**config.mk**
```make
export PLATFORM = sky130hd
export DESIGN_NAME = quad_decoder
export DESIGN_NICKNAME = d
export VERILOG_FILES = /design/src/rtl/quad_pkg.sv /design/src/rtl/quad_sync_filter.sv /design/src/rtl/quad_decoder.sv
export SDC_FILE = /design/constraint.sdc
export NUM_CORES = 1
export LEC_CHECK = 0
export CAP_MARGIN = 10
export CORE_MARGIN = 4
export CORE_UTILIZATION = 50
export CTS_CLUSTER_SIZE = 10
export DETAILED_ROUTE_END_ITERATION = 8
export HOLD_SLACK_MARGIN = 0.12
export MAX_ROUTING_LAYER = met4
export PLACE_DENSITY = 0.84
export SETUP_SLACK_MARGIN = 0.5
export SLEW_MARGIN = 40
export SYNTH_ARGS = -nofsm -noshare
export SYNTH_HDL_FRONTEND = slang
export SYNTH_SLANG_ARGS = --single-unit
export TNS_END_PERCENT = 20
```
**constraint.sdc**
```tcl
create_clock -name clk -period 3.13 [get_ports clk]
set_input_delay 0.313 -clock clk [delete_from_list [all_inputs] [get_ports clk]]
set_output_delay 0.313 -clock clk [all_outputs]
set_load 0.03 [all_outputs]
```
**src/rtl/quad_pkg.sv**
```systemverilog
// Shared types, constants and phase-sequence helpers for the quadrature decoder.
// Optional glitch filter is enabled by defining QUAD_GLITCH_FILTER_EN.
package quad_pkg;

  // Gray-coded {A,B} phase states; encodings equal the raw channel bits.
  typedef enum logic [1:0] {
    PH_00 = 2'b00,
    PH_01 = 2'b01,
    PH_11 = 2'b11,
    PH_10 = 2'b10
  } phase_t;

  localparam logic DIR_UP = 1'b1;
  localparam logic DIR_DN = 1'b0;

  // Next phase when moving up: 00 -> 01 -> 11 -> 10 -> 00.
  function automatic phase_t phase_next_up(input phase_t ph);
    phase_t nx;
    case (ph)
      PH_00:   nx = PH_01;
      PH_01:   nx = PH_11;
      PH_11:   nx = PH_10;
      default: nx = PH_00;
    endcase
    return nx;
  endfunction

  // Next phase when moving down: reverse of the up sequence.
  function automatic phase_t phase_next_dn(input phase_t ph);
    phase_t nx;
    case (ph)
      PH_00:   nx = PH_10;
      PH_10:   nx = PH_11;
      PH_11:   nx = PH_01;
      default: nx = PH_00;
    endcase
    return nx;
  endfunction

endpackage

```
**src/rtl/quad_sync_filter.sv**
```systemverilog
// Two-flop synchronizer for one quadrature channel, followed by an optional
// consecutive-cycle glitch filter (QUAD_GLITCH_FILTER_EN).
// q_vld marks the first cycle from which q reflects the real input.
module quad_sync_filter #(
  parameter int unsigned FILT = 3
) (
  input  logic clk,
  input  logic rst,
  input  logic d_in,
  output logic q,
  output logic q_vld
);

  logic       sync1;
  logic       sync2;
  logic [1:0] fill;

  // Metastability synchronizer plus a fill tracker so stale reset zeros are never decoded.
  always_ff @(posedge clk or posedge rst) begin
    if (rst) begin
      sync1 <= 1'b0;
      sync2 <= 1'b0;
      fill  <= 2'b00;
    end else begin
      sync1 <= d_in;
      sync2 <= sync1;
      fill  <= {fill[0], 1'b1};
    end
  end

`ifdef QUAD_GLITCH_FILTER_EN

  localparam int unsigned CNT_W = (FILT > 1) ? $clog2(FILT) : 1;
  localparam logic [CNT_W-1:0] CNT_LAST = CNT_W'(FILT - 1);

  typedef enum logic {
    FS_IDLE,
    FS_RUN
  } filt_state_t;

  filt_state_t      st_q, st_d;
  logic             filt_q, filt_d;
  logic [CNT_W-1:0] cnt_q, cnt_d;

  // Filter state register.
  always_ff @(posedge clk or posedge rst) begin
    if (rst) begin
      st_q   <= FS_IDLE;
      filt_q <= 1'b0;
      cnt_q  <= '0;
    end else begin
      st_q   <= st_d;
      filt_q <= filt_d;
      cnt_q  <= cnt_d;
    end
  end

  // Load the first synchronized sample, then accept changes only after FILT stable cycles.
  always_comb begin
    st_d   = st_q;
    filt_d = filt_q;
    cnt_d  = cnt_q;
    case (st_q)
      FS_IDLE: begin
        if (fill[1]) begin
          filt_d = sync2;
          cnt_d  = '0;
          st_d   = FS_RUN;
        end
      end
      default: begin
        if (sync2 != filt_q) begin
          if (cnt_q == CNT_LAST) begin
            filt_d = sync2;
            cnt_d  = '0;
          end else begin
            cnt_d = cnt_q + CNT_W'(1);
          end
        end else begin
          cnt_d = '0;
        end
      end
    endcase
  end

  assign q     = filt_q;
  assign q_vld = (st_q == FS_RUN);

`else

  assign q     = sync2;
  assign q_vld = fill[1];

`endif

endmodule

```
**src/rtl/quad_decoder.sv**
```systemverilog
// Quadrature decoder: synchronizes (and optionally filters) A/B, decodes phase
// transitions into step/dir pulses, keeps a wrapping position count and a sticky
// illegal-transition flag. Glitch filter compiled in with QUAD_GLITCH_FILTER_EN.
module quad_decoder
  import quad_pkg::*;
#(
  parameter int unsigned N    = 16,
  parameter int unsigned FILT = 3
) (
  input  logic         clk,
  input  logic         rst,
  input  logic         a_in,
  input  logic         b_in,
  input  logic         en_dec,
  input  logic         clr,
  input  logic         err_clr,
  output logic         step,
  output logic         dir,
  output logic         err,
  output logic [N-1:0] pos,
  output logic         max_tick,
  output logic         min_tick
);

  logic a_f, a_vld;
  logic b_f, b_vld;

  quad_sync_filter #(.FILT(FILT)) u_sync_a (
    .clk   (clk),
    .rst   (rst),
    .d_in  (a_in),
    .q     (a_f),
    .q_vld (a_vld)
  );

  quad_sync_filter #(.FILT(FILT)) u_sync_b (
    .clk   (clk),
    .rst   (rst),
    .d_in  (b_in),
    .q     (b_f),
    .q_vld (b_vld)
  );

  phase_t       cur;
  logic         ph_vld;
  phase_t       phase_q, phase_d;
  logic         init_q, init_d;
  logic         step_d, dir_d, err_d;
  logic [N-1:0] pos_d;
  logic         mv_up, mv_dn;

  assign cur    = phase_t'({a_f, b_f});
  assign ph_vld = a_vld & b_vld;

  // Decoder state and registered outputs.
  always_ff @(posedge clk or posedge rst) begin
    if (rst) begin
      phase_q <= PH_00;
      init_q  <= 1'b0;
      step    <= 1'b0;
      dir     <= DIR_DN;
      err     <= 1'b0;
      pos     <= '0;
    end else begin
      phase_q <= phase_d;
      init_q  <= init_d;
      step    <= step_d;
      dir     <= dir_d;
      err     <= err_d;
      pos     <= pos_d;
    end
  end

  // Classify the sampled phase change and compute next step/dir/err/pos.
  always_comb begin
    phase_d = phase_q;
    init_d  = init_q;
    step_d  = 1'b0;
    dir_d   = dir;
    err_d   = err;
    pos_d   = pos;
    mv_up   = 1'b0;
    mv_dn   = 1'b0;

    if (err_clr) begin
      err_d = 1'b0;
    end

    if (ph_vld) begin
      if (!init_q) begin
        phase_d = cur;
        init_d  = 1'b1;
      end else if (cur != phase_q) begin
        phase_d = cur;
        if (cur == phase_next_up(phase_q)) begin
          mv_up = 1'b1;
        end else if (cur == phase_next_dn(phase_q)) begin
          mv_dn = 1'b1;
        end else begin
          err_d = 1'b1;
        end
      end
    end

    if (en_dec && (mv_up || mv_dn)) begin
      step_d = 1'b1;
      dir_d  = mv_up ? DIR_UP : DIR_DN;
    end

    if (clr) begin
      pos_d = '0;
    end else if (step_d) begin
      pos_d = (dir_d == DIR_UP) ? pos + N'(1) : pos - N'(1);
    end
  end

  assign max_tick = &pos;
  assign min_tick = ~|pos;

endmodule

```
==> results.md, run 1 <==
- Crit path time final: 2740 ps
- Crit Path Class: register to register
- Vias in the first global route: 1782
- First-iteration detailed-routing DRC count: 164
- Final Max Tran Viols: 0
- # setup viols final: 0
- Final ANT Viol Nets: 0
- Met3 usage: 3.27%
- R2R Path Start: u_sync_a.q$_DFF_PP0_
- Reg2reg end: pos[14]$_DFFE_PP0P_
- Actual slew at the worst max-slew pin: 576 ps
- Die width: 70.8 µm
- TritonCTS clock tree: done
- Synthesized flop and latch total: 28
- Synth-to-layout area growth: 32.9%
- Mapped Cells: 212
- First-pass iteration count of the detailed router: 4
- Reg2Reg Setup Slack: 390 ps
- Worst R2R Path Depth: 11
- Via count: 1900
- Global route hottest layer: met2
- Ys flop type: dfrtp_1
- Layout cell share with drive strength beyond 1: 22.8%
- Max transition margin: 61.5%
- Mapped Nets: 234
- CTS max path bufs: 2
- Dpl cells: 286
- Most frequent cells in the layout: dfrtp_1, clkdlybuf4s50_1, nor2_1, buf_4, nand2_1
- Leak pwr: 1.10 nW
- Clk_skew: 4.07 ps
- Status: finished clean
- Worst VDD drop: 0.383 mV
- # rows: 22
- Port buffer count: 27
- Mapped Area: 1970 µm²
- Hold Slack: 360 ps
- Die height: 70.8 µm
- Clock sinks: 28
- Final layout net count: 277
- Gr usage total: 20.5%
- First-pass GRT wire length: 8160 µm
- Met1 Use GR: 26.3%
- Netlist cell types: 55
- Crit path to: pos[14]$_DFFE_PP0P_
- Initial antenna violation count: 0
- RSZ-0062 raised after global routing: yes
- Drt total wl: 5590 µm
- EDFF count, synth: 0
- Setup tns final: 0 ps
- DP HPWL: 3420 µm
- Core area: 3740 µm²
- Pwr/cell area: 431 nW/µm²
- Hold crit path type: register to register
- Clk pin slew, worst setup/hold paths: 100 ps
- Maxcap violations: 0
- Initial Util: 52.7%
- H-tree levels: 1
- Total CTS buffers: 3
- I/O Pins: 28
- Synth warn: 0
- Mean number of vias per cell: 6.29
- Global route total overflow: 0
- Commonest non-fill, non-tap cell in the layout: dfrtp_1
- Max FO, Critical Path: 7
- Crit share post-route: 87.4%
- RD Place Congestion: 0.899
- Largest net degree at the start of global routing: 29
- Fin cells: 302
- Routed WL per cell: 18.5 µm
- Async SR Flop Fraction: 100%
- Hold Path Origin: u_sync_b.sync1$_DFF_PP0_
- Die ar.: 5010 µm²
- CP arrival: 2970 ps
- Clk root buf: clkbuf_8
- Clk Latency, worst-skew pair: 290 ps
- CP required: 3360 ps
- Worst setup startpoint: u_sync_a.q$_DFF_PP0_
- Final number of hold-violating endpoints: 0
- # DRC: 0
- Seq/Total Area, Yosys: 35.5%
- F_max: 366 MHz
- Crit path launch type: register
- M2 GR Usage: 32.7%
- Crit end category: register
- Syn avg cell area: 9.30 µm²
- Antenna Cells: 0
[synth_stat cells, drive strengths merged (7+ instances only)]
| cell | instances | share of area (%) |
|---|---|---|
| ha | 14 | 8.9 |
| nand3b | 7 | 2.7 |
| nand3 | 7 | 1.8 |
| o21ai | 11 | 3.0 |
| nor2 | 17 | 3.4 |
| xnor2 | 7 | 3.1 |
| nand2 | 14 | 2.7 |
| nand4 | 7 | 2.2 |
| inv | 8 | 1.5 |
| a21oi | 19 | 5.4 |
| dfrtp | 28 | 36 |
[worst min-delay path by stage]
stage                                 end  slack, ps  cells past startpoint
3_5_place_dp         u_sync_b.q$_DFF_PP0_        340                      0
2_1_floorplan  u_sync_a.fill[1]$_DFF_PP0_        330                      0
5_1_grt              u_sync_b.q$_DFF_PP0_        360                      0
3_3_place_gp         u_sync_b.q$_DFF_PP0_        330                      0
6_report             u_sync_b.q$_DFF_PP0_        360                      0
4_1_cts              u_sync_b.q$_DFF_PP0_        360                      0
[stage by stage]
| step | util (%) | area [µm²] | power [W] | setup slack (ps) |
|---|---|---|---|---|
| global route | 70.0 | 2620 | 0.00118 | 256 |
| global placement | 62.3 | 2330 | 0.000818 | 176 |
| detailed placement | 62.3 | 2330 | 0.000827 | 51.0 |
| CTS | 64.3 | 2410 | 0.00107 | 402 |
| floorplan | - | 2000 | 0.000704 | 492 |
| finish | 70.0 | 2620 | 0.00113 | 395 |
[cells by family after synthesis]
kind of cell | synth area share, %
other cells | 0.190
buf+inv | 3.62
simple gates | 25.3
xor+xnor | 4.44
fa+ha+maj | 9.90
compound gates | 19.9
mux | 1.14
flops | 35.5
[what timing repair did]
| action | 4_1_cts | 5_1_grt |
|---|---|---|
| cloned | 0 | 1 |
| setup endpoints to repair | 7 | 11 |
| pin swaps | 0 | 8 |
| hold buffers | 0 | 0 |
| resized for setup | 1 | 31 |
| setup buffers | 2 | 9 |
[state kept, by name, summed over array words and instances (netlist names)]
register	flops
init_q	1
u_sync_b.fill	1
u_sync_b.sync1	1
u_sync_a.sync1	1
dir	1
err	1
phase_q	2
u_sync_a.fill	1
step	1
u_sync_b.q	1
pos	16
u_sync_a.q	1
[layer usage]
| layer | share of wire (%) | vias up |
|---|---|---|
| met2 | 51 | 62 |
| met4 | 1.7 | 0 |
| met3 | 5.1 | 13 |
| met1 | 42 | 940 |
| met5 | 0 | - |
| li1 | - | 885 |
[layout make-up]
class	instances	area [µm²]
fill	306	1120
multi-input combinational	169	1360
timing repair buffer	44	404
timing repair inverter	1	6.26
clock buffer	4	55.1
sequential	28	702
tap	48	60.1
inverter	8	35.0
[where the power goes]
part / switching [W] / internal (W) / leakage [nW] / total (W)
clock: 0.000124 / 0.000113 / 0.0288 / 0.000237
combinational: 0.000268 / 0.000199 / 0.711 / 0.000467
sequential: 0.0000367 / 0.000388 / 0.358 / 0.000424
total: 0.000429 / 0.000700 / 1.10 / 0.00113
[worst max-delay path, cell delays in order (launching register included)]
cell and delay (ps):
dfrtp_1 430, xnor2_2 180, a21oi_1 100, o21ai_2 230
clkinv_4 160, ha_4 270, nor2b_4 140, o31a_1 360
o2111ai_4 270, a21oi_2 110, nor4_2 280, a311o_1 140
Note: power is estimated with default switching activity, not from simulation.
==> run 2: changes to the inputs <==
--- a/config.mk
+++ b/config.mk
@@ -5,6 +5,7 @@
 export SDC_FILE = /design/constraint.sdc
 export NUM_CORES = 1
 export LEC_CHECK = 0
+export ABC_CLOCK_PERIOD_IN_PS = 3130
 export CAP_MARGIN = 10
 export CORE_MARGIN = 4
 export CORE_UTILIZATION = 50
==> results of run 2 <==
The final DEF is identical to that of run 1; final timing and power are the same.
